[config.mk]
export PLATFORM = sky130hd
export DESIGN_NAME = spi_slave_flat
export DESIGN_NICKNAME = d
export VERILOG_FILES = /design/src/rtl/spi_slave_pkg.sv /design/src/rtl/spi_slave_if.sv /design/src/rtl/spi_sync_edge.sv /design/src/rtl/spi_slave.sv /design/src/flat_wrapper.sv
export SDC_FILE = /design/constraint.sdc
export NUM_CORES = 1
export LEC_CHECK = 0
export BUFFER_PORTS_ARGS = -buffer_cell sky130_fd_sc_hd__buf_4
export CAP_MARGIN = 20
export CORE_UTILIZATION = 55
export CTS_CLUSTER_DIAMETER = 150
export DETAILED_ROUTE_END_ITERATION = 12
export GPL_TIMING_DRIVEN = 0
export PLACE_DENSITY = 0.81
export SLEW_MARGIN = 5
export SYNTH_ARGS = -nofsm -noshare
export SYNTH_HDL_FRONTEND = slang
export SYNTH_HIERARCHICAL = 1
export SYNTH_SLANG_ARGS = --single-unit
[constraint.sdc]
create_clock -name Clk -period 2.42 [get_ports Clk]
set_clock_uncertainty 0.1 [all_clocks]
set_input_delay 0.484 -clock Clk [delete_from_list [all_inputs] [get_ports Clk]]
set_output_delay 0.484 -clock Clk [all_outputs]
set_load 0.1 [all_outputs]
[src/rtl/spi_slave_pkg.sv]
// spi_pkg: default widths, FSM state encoding and R/W flag values shared by the spi_slave files
package spi_pkg;
  localparam int DATA_WIDTH_D = 32;
  localparam int ADDR_WIDTH_D = 16;
  localparam logic WRITE = 1'b1;
  localparam logic READ = 1'b0;
  typedef enum logic [2:0] {IDLE, FLAG, ADDR, GAP, DATA, DONE} spi_state_t;
endpackage

[src/rtl/spi_slave_if.sv]
// spi_slave_if: SPI pins plus register-bank handshake; slave modport for spi_slave, master modport for the driving side
interface spi_slave_if #(parameter int DATA_WIDTH = 32, parameter int ADDR_WIDTH = 16);
  logic CS;
  logic SCK;
  logic MOSI;
  logic MISO;
  logic [DATA_WIDTH-1:0] TXData;
  logic TXDataValid;
  logic RWType;
  logic [DATA_WIDTH-1:0] RXData;
  logic RXDataValid;
  logic [ADDR_WIDTH-1:0] RXAddr;
  logic RXAddrValid;
  logic RXAck;
  modport slave (
    input CS, SCK, MOSI, TXData, TXDataValid,
    output MISO, RWType, RXData, RXDataValid, RXAddr, RXAddrValid, RXAck
  );
  modport master (
    output CS, SCK, MOSI, TXData, TXDataValid,
    input MISO, RWType, RXData, RXDataValid, RXAddr, RXAddrValid, RXAck
  );
endinterface

[src/rtl/spi_sync_edge.sv]
// spi_sync_edge: 2-FF synchronizer (clk, d -> q) plus rise/fall pulses; left unreset so a pin held low across reset never reads as a fresh edge
module spi_sync_edge (
  input  logic clk,
  input  logic d,
  output logic q,
  output logic rise,
  output logic fall
);
  logic [2:0] s;
  always_ff @(posedge clk) s <= {s[1:0], d};
  always_comb begin
    q = s[1];
    rise = s[1] & ~s[2];
    fall = ~s[1] & s[2];
  end
endmodule

[src/rtl/spi_slave.sv]
// spi_slave: mode-3 SPI slave to register bank; ports Clk, Rst (sync, active-high) and bus (spi_slave_if.slave: CS/SCK/MOSI/MISO, TX/RX data, addr, valids, RWType, RXAck)
module spi_slave
  import spi_pkg::*;
#(
  parameter int DATA_WIDTH = DATA_WIDTH_D,
  parameter int ADDR_WIDTH = ADDR_WIDTH_D
) (
  input logic Clk,
  input logic Rst,
  spi_slave_if.slave bus
);
  localparam int CW = $clog2(DATA_WIDTH > ADDR_WIDTH ? DATA_WIDTH : ADDR_WIDTH);
  spi_state_t state, state_n;
  logic [CW-1:0] cnt;
  logic [ADDR_WIDTH-1:0] addr_sr;
  logic [DATA_WIDTH-1:0] data_sr;
  logic [DATA_WIDTH-1:0] tx_sr;
  logic [1:0] mosi_s;
  logic mosi;
  logic sck_rise, sck_fall, cs_rise, cs_fall;
  logic sck_q_unused, cs_q_unused;
  logic addr_done, data_done, tx_open;
  logic tx_loaded, tx_started;
  spi_sync_edge u_sck (.clk(Clk), .d(bus.SCK), .q(sck_q_unused), .rise(sck_rise), .fall(sck_fall));
  spi_sync_edge u_cs (.clk(Clk), .d(bus.CS), .q(cs_q_unused), .rise(cs_rise), .fall(cs_fall));
  always_ff @(posedge Clk) mosi_s <= {mosi_s[0], bus.MOSI};
  assign mosi = mosi_s[1];
  always_ff @(posedge Clk)
    if (Rst) state <= IDLE;
    else state <= state_n;
  always_comb begin
    addr_done = state == ADDR && sck_rise && cnt == CW'(ADDR_WIDTH - 1);
    data_done = state == DATA && sck_rise && cnt == CW'(DATA_WIDTH - 1);
    tx_open = addr_done || state == GAP || (state == DATA && !tx_started);
    state_n = state;
    if (cs_rise) state_n = IDLE;
    else if (state == IDLE && cs_fall) state_n = FLAG;
    else if (state == FLAG && sck_rise) state_n = ADDR;
    else if (addr_done) state_n = GAP;
    else if (state == GAP && sck_rise) state_n = DATA;
    else if (data_done) state_n = DONE;
  end
  always_ff @(posedge Clk) begin
    if (Rst) begin
      cnt <= '0;
      addr_sr <= '0;
      data_sr <= '0;
      tx_sr <= '0;
      tx_loaded <= 1'b0;
      tx_started <= 1'b0;
      bus.MISO <= 1'b0;
      bus.RWType <= 1'b0;
      bus.RXAddr <= '0;
      bus.RXData <= '0;
      bus.RXAddrValid <= 1'b0;
      bus.RXDataValid <= 1'b0;
      bus.RXAck <= 1'b0;
    end else begin
      cnt <= state_n != state ? '0 : cnt + CW'(sck_rise);
      bus.RXAddrValid <= addr_done;
      bus.RXDataValid <= data_done && bus.RWType == WRITE;
      bus.RXAck <= data_done;
      if (state == FLAG && sck_rise) bus.RWType <= mosi;
      if (state == ADDR && sck_rise) addr_sr <= {mosi, addr_sr[ADDR_WIDTH-1:1]};
      if (addr_done) bus.RXAddr <= {mosi, addr_sr[ADDR_WIDTH-1:1]};
      if (state == DATA && sck_rise) data_sr <= {mosi, data_sr[DATA_WIDTH-1:1]};
      if (data_done && bus.RWType == WRITE) bus.RXData <= {mosi, data_sr[DATA_WIDTH-1:1]};
      bus.MISO <= state != DATA ? 1'b0 : sck_fall ? tx_sr[0] : bus.MISO;
      if (cs_fall) begin
        tx_sr <= '0;
        tx_loaded <= 1'b0;
        tx_started <= 1'b0;
      end else if (state == DATA && sck_fall) begin
        tx_sr <= tx_sr >> 1;
        tx_started <= 1'b1;
      end else if (tx_open && bus.TXDataValid && !tx_loaded && bus.RWType == READ) begin
        tx_sr <= bus.TXData;
        tx_loaded <= 1'b1;
      end
    end
  end
endmodule

[src/flat_wrapper.sv]
// flat-port wrapper written by rule: the top's interface ports become plain ports
module spi_slave_flat import spi_pkg::*;
#(
  parameter int DATA_WIDTH = DATA_WIDTH_D,
  parameter int ADDR_WIDTH = ADDR_WIDTH_D
)
  (Clk, Rst, bus_CS, bus_SCK, bus_MOSI, bus_TXData, bus_TXDataValid, bus_MISO, bus_RWType, bus_RXData, bus_RXDataValid, bus_RXAddr, bus_RXAddrValid, bus_RXAck);
  spi_slave_if #(.DATA_WIDTH(DATA_WIDTH), .ADDR_WIDTH(ADDR_WIDTH)) bus_i ();
  input logic Clk;
  input logic Rst;
  input wire logic [$bits(bus_i.CS)-1:0] bus_CS;
  input wire logic [$bits(bus_i.SCK)-1:0] bus_SCK;
  input wire logic [$bits(bus_i.MOSI)-1:0] bus_MOSI;
  input wire logic [$bits(bus_i.TXData)-1:0] bus_TXData;
  input wire logic [$bits(bus_i.TXDataValid)-1:0] bus_TXDataValid;
  output wire logic [$bits(bus_i.MISO)-1:0] bus_MISO;
  output wire logic [$bits(bus_i.RWType)-1:0] bus_RWType;
  output wire logic [$bits(bus_i.RXData)-1:0] bus_RXData;
  output wire logic [$bits(bus_i.RXDataValid)-1:0] bus_RXDataValid;
  output wire logic [$bits(bus_i.RXAddr)-1:0] bus_RXAddr;
  output wire logic [$bits(bus_i.RXAddrValid)-1:0] bus_RXAddrValid;
  output wire logic [$bits(bus_i.RXAck)-1:0] bus_RXAck;
  assign bus_i.CS = bus_CS;
  assign bus_i.SCK = bus_SCK;
  assign bus_i.MOSI = bus_MOSI;
  assign bus_i.TXData = bus_TXData;
  assign bus_i.TXDataValid = bus_TXDataValid;
  assign bus_MISO = bus_i.MISO;
  assign bus_RWType = bus_i.RWType;
  assign bus_RXData = bus_i.RXData;
  assign bus_RXDataValid = bus_i.RXDataValid;
  assign bus_RXAddr = bus_i.RXAddr;
  assign bus_RXAddrValid = bus_i.RXAddrValid;
  assign bus_RXAck = bus_i.RXAck;
  spi_slave #(.DATA_WIDTH(DATA_WIDTH), .ADDR_WIDTH(ADDR_WIDTH)) u_core (.Clk(Clk), .Rst(Rst), .bus(bus_i));
endmodule
==> out/summary.txt <==
Seq/Total Area, Yosys: 0.542
CP required: 2.77 ns
Post-Syn Area: 5510 sq um
routed wire length: 11.3 mm
CP max stage cell: nor2b_2
leakage: 2.84 nW
H-tree depth: 4
synth unique cells: 48
post-synth net total: 616
RSZ-0062 raised after global routing: no
Setup crit end kind: flop
clk slew on worst S/H paths: 0.06 ns
Worst-Skew Late Latency: 0.53 ns
worst-margin pin slew: 0.704 ns
final cell count without fillers: 837
nets@finish: 731
EDFF count, synth: 0
final period utilization: 0.865
HP Start: bus_TXData[13]
hold crit path type: in -> reg
synth top area cells: dfxtp_1 (54%), mux2i_1 (12%), nand2_1 (8.9%)
Crit Path Max Fanout: 10
n_diodes: 0
P&R area growth vs syn: 26.6%
CTS root buffer: clkbuf_8
IO Count: 91
Mapped Cells: 576
Critical R2R Capture: u_core/tx_sr[24]
Die Footprint: 10400 sq um
relative slew slack: 0.527
Max Freq: 478 MHz
Final TNS setup: 0 ns
number of global-route vias before repair: 3963
violation count after the first detailed-routing iteration: 174
initial core utilization: 0.566
outcome: finished with violations
Worst VDD drop: 443 uV
asr flop ratio synth: 0
Yosys top cell area share: 0.542
per-cell routed wire length: 13.5 um
final hold vios: 0
Setup Crit Path Kind: reg -> reg
Worst Hold Depth: 2
CTS tree: done
Critical Path AT: 2.44 ns
Synth Area per Inst: 9.56 sq um
gr usage total: 0.227
worst setup path startpoint: u_core/u_sck/s[1]
Worst Reg-to-Reg Cells: 7
Rows: 36
Largest stage delay, worst path: 0.35 ns
Residual DRC: 2
failing checks: DRC
HPWL Detailed: 7.73 mm
# fillers: 744
Max Root-Sink Buffers: 2
PwrDens: 730 nW/um^2
final slew viol count: 0
DRT Pass-1 Iters: 9
most frequent cells after synthesis: dfxtp_1 (149), nand2_1 (130), mux2i_1 (65), a21oi_1 (64), nor2_1 (40)
first-pass GRT wire length: 18.2 mm
antenna violations before repair: 0
Worst Hold End: u_core/tx_sr[13]
clock tree sinks: 149
grt ovf: 0
final setup fails: 0
flops & latches, synth: 149
main flop type after synthesis: dfxtp_1
largest net degree at the start of global routing: 17
total chip power: 5.09 mW
Antenna Violating Nets Remaining: 0
most common cell in the netlist: dfxtp_1
Critical Path Source Type: flop
total number of vias: 4374
die height: 102 um
reg2reg start: u_core/u_sck/s[1]
fin crit period: 2.09 ns
critical-path cell list: nor2b_2 -> nand4bb_1 -> buf_2 -> nor3_4 -> o211a_2 -> buf_4 -> o2bb2ai_1
vias per std cell: 5.23
# Max-Cap Violations: 0
gpl congestion: 0.788
layout cells sized above 1: 0.222
chip width: 102 um
Cells after DPL: 799
IO buf count: 90
Ys Warns: 6
r2r setup slk: 0.33 ns
Num CTS Buffers: 17
largest area contributor in the netlist: dfxtp_1
core area: 9730 sq um
-- metrics by stage --
stage | util | hold WS, ns | area (sq um) | setup slack [ns]
final | 0.717 | 0.0523 | 6970 | 0.327
after global routing | 0.717 | 0.0395 | 6970 | 0.152
after CTS | 0.714 | 0.0340 | 6950 | 0.0251
after detailed placement | 0.653 | 0.213 | 6350 | 0.0626
after global placement | 0.653 | 0.214 | 6350 | 0.137
after floorplan | - | 0.210 | 5510 | 0.495
-- placed cells by master (no fill, tap or decap), types with 2 or more instances in the layout --
master,synthesis,final
clkinv_2,0,2
clkbuf_1,16,19
nor3b_1,3,3
xor2_1,3,3
nor2b_1,3,2
nand3_1,3,3
ha_1,2,2
a21oi_1,64,64
clkinv_4,0,3
dlygate4sd3_1,0,3
mux2i_1,65,65
dfxtp_1,149,149
o21ai_0,2,2
nand2_1,130,130
buf_2,17,17
nor3_1,7,7
and2b_2,2,2
nand2b_1,2,2
nor2_1,40,40
bufinv_16,0,2
buf_4,7,100
clkbuf_8,0,2
clkbuf_16,0,16
clkinvlp_4,0,3
o2bb2ai_1,31,31
-- timing repair --
action / CTS / global route
hold buffers: 3 / 0
setup buffers: 0 / 3
hold endpoints to repair: 3 / 0
resized for setup: 0 / 1
setup endpoints to repair: 0 / 41
-- worst max-delay path, delay by kind of cell (launching register included) --
family                 cells  cell delay, ns
flip-flops                 1            0.34
buffers and inverters      2            0.40
AND/OR/NAND/NOR            3            0.76
AO/OA/AOI/OAI              2            0.43
-- state kept, by name, summed over array words and instances (netlist names), 2 cells and up --
| name | count |
|---|---|
| u_core/bus.RXData | 32 |
| u_core/tx_sr | 32 |
| u_core/data_sr | 31 |
| u_core/bus.RXAddr | 16 |
| u_core/addr_sr | 15 |
| u_core/cnt | 5 |
| u_core/state | 3 |
| u_core/u_cs/s | 3 |
| u_core/u_sck/s | 3 |
| u_core/mosi_s | 2 |
-- power breakdown --
part	total [mW]	internal (mW)	switching (mW)
Sequential	2.47	2.46	0.00741
Clock	2.48	1.50	0.983
Combinational	0.141	0.0650	0.0758
Total	5.09	4.03	1.07
-- layer usage --
layer  GRT usage  share of wire
met4       0.101          0.016
met5           0              0
met1       0.271           0.43
met3      0.0705          0.060
met2       0.376           0.50
-- cell type report --
type                            instances  area (sq um)  area share
Tap cell                              133           166      0.0239
Clock inverter                         11           128      0.0183
Sequential cell                       149          2980       0.428
Multi-Input combinational cell        384          2310       0.331
Buffer                                 42           213      0.0305
Inverter                                1          3.75    0.000538
Timing Repair Buffer                   96           728       0.104
Clock buffer                           21           439      0.0630
-- logic make-up after synthesis --
group / count (synthesis) / synth area share
AOI/OAI and AO/OA: 109 / 0.127
xor gates and xnor gates: 4 / 0.00636
adders and majority gates: 2 / 0.00454
buffers and inverters: 43 / 0.0393
DFF: 149 / 0.542
muxes: 65 / 0.118
and+or+nand+nor: 204 / 0.163
-- how the worst max path moves through the flow --
stage,to,slack (ns),depth (start not counted)
final,u_core/tx_sr[24],0.33,7
after global routing,u_core/tx_sr[8],0.15,7
after CTS,u_core/tx_sr[1],0.03,7
after detailed placement,u_core/tx_sr[1],0.06,7
after global placement,u_core/tx_sr[3],0.14,7
after floorplan,u_core/bus.RXData[10],0.50,4
Power figures use the tool's default switching activity.
